--- src/rtl/sat_counter.sv ---
// rtl/sat_counter.sv - saturating up-counter with synchronous clear
module sat_counter #(
    parameter int W = 16
) (
    input  logic         clk,
    input  logic         rst,
    input  logic         clr,
    input  logic         inc,
    output logic [W-1:0] q
);

    logic [W-1:0] r_q;
    logic [W-1:0] w_base;

    // Clear applies before the increment, so clr with inc leaves the count at 1
    always_comb begin
        w_base = clr ? '0 : r_q;
    end

    always_ff @(posedge clk) begin
        if (rst) begin
            r_q <= '0;
        end else if (inc && (w_base != {W{1'b1}})) begin
            r_q <= w_base + W'(1);
        end else begin
            r_q <= w_base;
        end
    end

    assign q = r_q;

endmodule

--- config.mk ---
export PLATFORM = sky130hd
export DESIGN_NAME = sat_counter
export DESIGN_NICKNAME = d
export VERILOG_FILES = /design/src/rtl/sat_counter.sv
export SDC_FILE = /design/constraint.sdc
export NUM_CORES = 1
export LEC_CHECK = 0
export CAP_MARGIN = 40
export CORE_MARGIN = 8
export CORE_UTILIZATION = 51
export DETAILED_ROUTE_END_ITERATION = 8
export GPL_ROUTABILITY_DRIVEN = 0
export PLACE_DENSITY = 0.81
export RECOVER_POWER = 25
export SETUP_SLACK_MARGIN = 0.1
export SLEW_MARGIN = 20
export SYNTH_ARGS = -nofsm -noshare
export SYNTH_HDL_FRONTEND = slang
export SYNTH_SLANG_ARGS = --single-unit
export TNS_END_PERCENT = 10
--- constraint.sdc ---
create_clock -name clk -period 2.8 [get_ports clk]
set_clock_uncertainty 0.2 [all_clocks]
set_input_delay 0.42 -clock clk [delete_from_list [all_inputs] [get_ports clk]]
set_output_delay 0.42 -clock clk [all_outputs]
set_load 0.01 [all_outputs]
* Word-level counts from Yosys, hierarchy flattened *
Cells that the tools add are included.

word-level totals
  register bits after elaboration = 16
  input port bits = 4
  output and inout bits = 16
  logic and storage cells = 6

operators by class
  add/subtract/negate cells = 1
  eq/ne operators = 1
  muxes and demuxes = 2
  reductions and logical operators = 1

operators by type and width
  operator               count
  $mux 16                2
  $add 16x1->16 const B  1
  $ne 16x16->1 const B   1
  $logic_and 1x1->1      1

* Logic depth before layout (Yosys ltp) *
  depth after elaboration = 4
  mapped depth = 5
  gate-level depth less buffers = 4

* Worst setup path after synthesis *
OpenSTA, ideal clock, no wires.

  kind = input to register
  start point = in clr
  end point = reg r_q[9] (netlist: q[9])
  library setup time = 0.121 ns
  arrival time = 1.651 ns
  data required time = 2.479 ns
  slack = 0.828 ns
  stages = 5
  cell sequence = buf_6 nand4b_1 or3_1 nor3_1 mux2_2

between the ends
  longest elaborated chain between the ends = 4

ends and longest elaborated chain
  element                                                RTL line  source
  start, declared                                        7         input logic clr,
  $mux 16 (*)                                            17        w_base = clr ? '0 : r_q;
  branches (longest 2 deep; another with $add 16x1->16)  -
  $mux 16 (*)                                            23        end else if (inc && (w_base != {W{1'b1}})) begin
  end signal, assigned                                   24        r_q <= w_base + W'(1);
  end signal, assigned                                   26        r_q <= w_base;
  end, declared                                          12        logic [W-1:0] r_q;

Every way passes the cells marked *.
A chain may end at the register's enable or synchronous reset.

* Worst setup path in the final report *
Ends and elaborated chain as after synthesis.

==> results.md <==
- Crit-path slowest cell: clkdlybuf4s50_1
- Die H: 57.12 um
- PortBufs: 19
- Hold crit path type: register to register
- 1st-pass router iterations: 4
- Routed WL: ~2.2 mm
- Post-route setup TNS: 0 ns
- Maximum clock rate: 0.4187 GHz
- Mapped Nets: between 100 and 150
- Pwr Density: 372.2 nW/um^2
- WHS Path Cells: 2
- Core Footprint: 1652 sq um
- Post-DP HPWL: 1.655 mm
- Worst R2R Start: q[6]$_SDFF_PP0_
- Post-CTS sizing: 0
- EDFF count, synth: 0
- Ys Warns: 0
- Met1 Track Usage GR: between 10% and 20%
- CP bufs+invs: 1
- Number of global-route vias before repair: 831
- Clk Latency, worst-skew pair: ~0.3 ns
- Fraction of layout cells with a size suffix above 1: 8.800%
- Row count: 15
- Finished Cell Area: 1102 sq um
- H-tree depth: 1
- Maxcap violations: 0
- Reg2reg end: q[9]$_SDFF_PP0_
- Largest net degree at the start of global routing: 14
- Final worst path period share: 85.29%
- Initial Util: 52.20%
- Clock Pin Slew Worst Setup and Hold Paths: 0.10 ns
- VDD IR max: 0.3082 mV
- Register bit total from synthesis: 16
- Reg-to-reg setup timing slack: 0.82 ns
- CP Capture Type: register
- Drt via density: roughly 6.2
- Post-CTS Setup Bufs: 0
- Final hold violations: 0
- Via count: slightly below 900
- Crit-path max FO: 13
- Finish-stage setup viols: 0
- Total gr overflow: 0
- Gate Count Post-Synth: ~100
- Grt peak-use layer: met2
- Startpoint class of the critical path: input port
- Root Driver: clkbuf_4
- CTS buffer count: 3
- RSZ-0062 raised after global routing: no
- # DRC: 0
- DRT iter0 DRCs: 20
- Count of final max-slew check failures: 0
- Met3 usage: 3.326%
- Area delta synth->final: 27.87%
- DIE AREA: 3262 sq um
- Yosys top cell area share: 37.16%
- Syn_area_per_cell: 8.370 sq um
- Slew margin rel.: 66.12%
- Leakage power: a little over 0.4 nW
- Top cells by area, synth: dfxtp_1, nor3_1, a21oi_1, o21ai_0, nor2_1
- Synth cell types: 32
- Drt wl/cell: approximately 15 um
- Worst Hold Endpoint: q[3]$_SDFF_PP0_
- Sequential cell area fraction in the yosys report: 37.16%
- Cells along the critical path: clkdlybuf4s50_1, nand4b_1, or3_1, nor3_1, mux2_2
- Diode count: 0
- WP data required: 2.79 ns
- Minimum clock period: 2.388 ns
- Worst path max stage delay: roughly 0.60 ns
- Synth Flop Type: dfxtp_1
- Global Route Usage Sum: 13.84%
- Number of routed nets with antenna violations: 0
- Post-cts hold buffer count: 0
- Async S/R FF share, synth: 0%
- Worst path arrival time: 2.38 ns
- Area leader, netlist: dfxtp_1
- First-pass GRT wire length: about 3.7 mm
- CP top delay family: simple AND/OR/NAND/NOR gates
- HP Start: q[3]$_SDFF_PP0_
- Status: finished, final reports clean
- Most common cell after layout, fill and taps aside: dfxtp_1
- Worst setup path class: input port to register
- Initial antenna violation count: 0
- Largest register FFs: 16
- Chip width: approximately 57 um
- DP Area: 1066 sq um
- I/O Pins: 20
- Mapped Area: around 860 sq um
- Commonest non-fill, non-tap cells in the layout: dfxtp_1, clkdlybuf4s50_1, nor3_1, a21oi_1, dlygate4sd3_1
- Layout Nets: 130
- Global Route met2 Usage: 22.64%
- Clock buffer depth: 2
- CTS tree: built
- Worst Reg-to-Reg Cells: 4
- # clock sinks: 16
- Worst slew pin tran: 0.5035 ns
per-stage QoR:
stage / instances / utilization [%] / hold WS (ns) / worst slack (ns) / total power [W]
after CTS: 142 / 66.74 / 0.3147 / 0.4252 / 0.0004136
after global placement: 138 / 64.55 / 0.2965 / 0.1960 / 0.0002593
after detailed placement: 138 / 64.55 / 0.2986 / 0.1088 / 0.0002597
after global routing: 142 / 66.74 / 0.3574 / 0.2607 / 0.0004245
final: 142 / 66.74 / 0.3119 / 0.4119 / 0.0004103
after floorplan: 103 / - / 0.3103 / 0.8282 / 0.0002482
worst reg2reg max path, cell delays in order (launching register included):
cell and delay, ns:
dfxtp_1 0.45, nand4b_1 0.22, or3_1 0.43, nor3_1 0.21, mux2_2 0.36
cells by family after synthesis:
group / share of synthesized area [%]
multiplexers: 2.467
flip-flops: 37.16
buffers and inverters: 3.918
AO/OA/AOI/OAI: 14.51
AND/OR/NAND/NOR: 41.94
final cells by class:
class                           count  area, sq um
Inverter                            5        18.77
Multi-Input combinational cell     80        508.0
Timing Repair Buffer               20        197.7
Sequential cell                    16        320.3
Clock buffer                        4        36.28
Fill cell                         148        549.3
Tap cell                           17        21.27
how the worst max path moves through the flow:
stage                     slack, ns               to  cells past startpoint  from
after floorplan                0.83  q[9]$_SDFF_PP0_                      5   clr
after detailed placement       0.11  q[9]$_SDFF_PP0_                      5   clr
after CTS                      0.43  q[9]$_SDFF_PP0_                      5   clr
final                          0.41  q[9]$_SDFF_PP0_                      5   clr
after global placement         0.20  q[9]$_SDFF_PP0_                      5   clr
after global routing           0.26  q[1]$_SDFF_PP0_                      5   clr
routing by layer:
layer | share of wire, % | vias up
li1 | - | 433
met1 | 43 | 415
met2 | 49 | 31
met3 | 5.8 | 5
met4 | 1.9 | 0
met5 | 0 | -
cell usage after synthesis (2+ instances only):
| master | count |
|---|---|
| a211oi_1 | 3 |
| a21oi_1 | 8 |
| a31oi_1 | 2 |
| and2b_1 | 2 |
| and3_1 | 3 |
| dfxtp_1 | 16 |
| inv_1 | 5 |
| nand2_1 | 6 |
| nand2b_1 | 3 |
| nand3_1 | 3 |
| nand4_1 | 2 |
| nand4b_1 | 3 |
| nor2_1 | 7 |
| nor2b_1 | 2 |
| nor3_1 | 9 |
| nor4_1 | 4 |
| o21ai_0 | 7 |
| or3_1 | 4 |
power breakdown:
part	switching, W	internal [W]
Clock	0.0000766	0.0000794
Sequential	0.00000243	0.000229
Combinational	0.0000122	0.0000109
Total	0.0000912	0.000319
No activity file was read; power rests on OpenSTA's default activity.
==> edit (same settings) <==
The parameter `W` goes from 16 to 12.
--- a/src/rtl/sat_counter.sv
+++ b/src/rtl/sat_counter.sv
@@ -1,5 +1,5 @@
 // rtl/sat_counter.sv - saturating up-counter with synchronous clear
 module sat_counter #(
-    parameter int W = 16
+    parameter int W = 12
 ) (
     input  logic         clk,
Ports: changed (resized q); port bits go from 20 to 16. The function was not compared with the original's and may differ.
==> edit against the original RTL <==
Sequential cell count down 4. Worst setup slack worse by 0.061 ns. Fmax down 2.5%. Sequential power down 25%. Global-route usage up 0.46 points. Count of clock-buffer cells in the layout unchanged. Wire length down 15%. Non-clock buffer count up 4. Combinational power up 32%. Via count down 18%. Synthesized area down 19%. Power down 15%. Cell area down 13%. Highest routed layer unchanged.
==> edit: results (changes against the original RTL) <==
| Metric | Value |
|---|---|
| VDD IR max | 248 µV (-19%) |
| Longest Clk Path Bufs | 2 (unchanged) |
| Worst skew pair latency | 0.28 ns (-0.02 ns) |
| Multiplexer share of the synthesized area | 0.0304 (+0.00574) |
| LEAKAGE | 0.000394 µW (-5.0%) |
| Share of layout cells above drive strength 1 | 0.208 (+0.120) |
| Vias in the first global route | 657 (-21%) |
| Max reg flops | 12 (-4) |
| CP peak stage delay | 0.49 ns (-0.11 ns) |
| Crit path max fanout | 6 (-7) |
| Top cells by area, synth | dfxtp_1, nor2b_1, a21oi_1 |
| Register clock-pin slew on the reported worst setup and hold paths | 0.08 ns (-0.02 ns) |
| Slowest cell on the critical path | clkdlybuf4s50_1 |
| Via-to-Cell Ratio | 6.01 (-3.5%) |
| R2R depth | 7 (+3) |
| Xor/xnor cell area share of the yosys netlist | 0.0125 (+0.0125) |
| Ys flop type | dfxtp_1 |
| Fillers | 82 (-45%) |
| Placed Area | 922 µm² (-13%) |
| Detailed Place HPWL | 1340 µm (-19%) |
| Starting DRT DRC Count | 30 (+50%) |
| Adder-cell area share of the yosys netlist | 0.0179 (+0.0179) |
| CTS Root Cell | clkbuf_4 |
| Setup tns final | 0 ns (unchanged) |
| H-tree levels | 1 (unchanged) |
| Outcome | finished, final reports clean |
| Global-route wire length before repair | 2980 µm (-20%) |
| Input/output buffers | 15 (-4) |
| Unique cell type count in the Yosys netlist | 38 (+19%) |
| Slew headroom | 0.684 (+0.0230) |
| Gr usage total | 0.143 (+0.00457) |
| Most frequent cells after synthesis | dfxtp_1, nand2_1, a21oi_1 |
| Compound-cell area share of the yosys netlist | 0.184 (+0.0391) |
| Crit path arrival time | 2.45 ns (+0.07 ns) |
| Part of the Yosys area used for sequential elements | 0.343 (-0.0281) |
| Post-synth net total | 86 (-20%) |
| Post-CTS setup buffer count | 0 (unchanged) |
| Average wire per standard cell | 15.1 µm (-0.27%) |
| # nets final | 112 (-14%) |
| Ys Warns | 0 (unchanged) |
| CP top delay family | simple AND/OR/NAND/NOR gates |
==> edit: changes by cell type after synthesis, sizes merged, moves of 3 or more <==
| cell | change |
|---|---|
| o21ai | -5 |
| nand4b | -3 |
| nor3 | -8 |
| or4 | +3 |
| dfxtp | -4 |
| nor2b | +3 |
| nor2 | -4 |
| a211oi | -3 |
==> edit: path summary, 6_finish.rpt <==
kind              startpoint  endpoint  slack [ns]
setup reg to reg        q[0]     q[10]        0.63
setup / recovery         clr     q[10]        0.35
hold / removal          q[8]      q[8]        0.30
hold reg to reg         q[8]      q[8]        0.30
==> edit: worst reg2reg max path, cell delays in order (launching register included) <==
cell,delay [ns]
dfxtp_1,0.35
nor2b_1,0.19
ha_1,0.24
nand3b_1,0.12
buf_4,0.17
nor4_1,0.42
a21boi_0,0.16
a311oi_1,0.24
==> edit: area by class of cell <==
class / count / area [µm²] / area share
tap: 15 / 18.8 / 0.0196
inverter: 3 / 11.3 / 0.0117
timing repair buffer: 24 / 218 / 0.227
sequential: 12 / 240 / 0.251
multi-input combinational: 63 / 434 / 0.453
clock buffer: 4 / 36.3 / 0.0379
==> edit: where the power goes <==
group / leakage [µW] / internal [µW] / switching [µW]
clock network: 0.0000210 / 79.2 / 66.1
registers: 0.0000969 / 172 / 1.07
logic: 0.000276 / 15.3 / 15.0
total: 0.000394 / 267 / 82.1
==> edit: kinds of logic (layout without fill, tap and decap cells) <==
family                   after synthesis  count (layout)
multiplexers                           2               2
flip-flops                            12              12
XOR/XNOR                               1               1
buffers and inverters                  6              31
adder cells (fa/ha/maj)                1               1
AO/OA/AOI/OAI                         18              18
AND/OR/NAND/NOR                       41              41
==> edit: routing by layer <==
| metal | GRT usage | wire length, µm |
|---|---|---|
| met5 | 0 | 0 |
| met4 | 0.0776 | 52 |
| met3 | 0.0448 | 110 |
| met2 | 0.225 | 837 |
| met1 | 0.167 | 829 |
==> edit: through the flow <==
stage	hold WS (ns)	total power (µW)	cells	worst slack, ns
2_1_floorplan	0.308	192	81	0.483
3_3_place_gp	0.291	207	117	0.156
3_5_place_dp	0.303	208	117	0.108
4_1_cts	0.314	350	121	0.355
5_1_grt	0.333	364	121	0.199
6_report	0.303	349	121	0.351
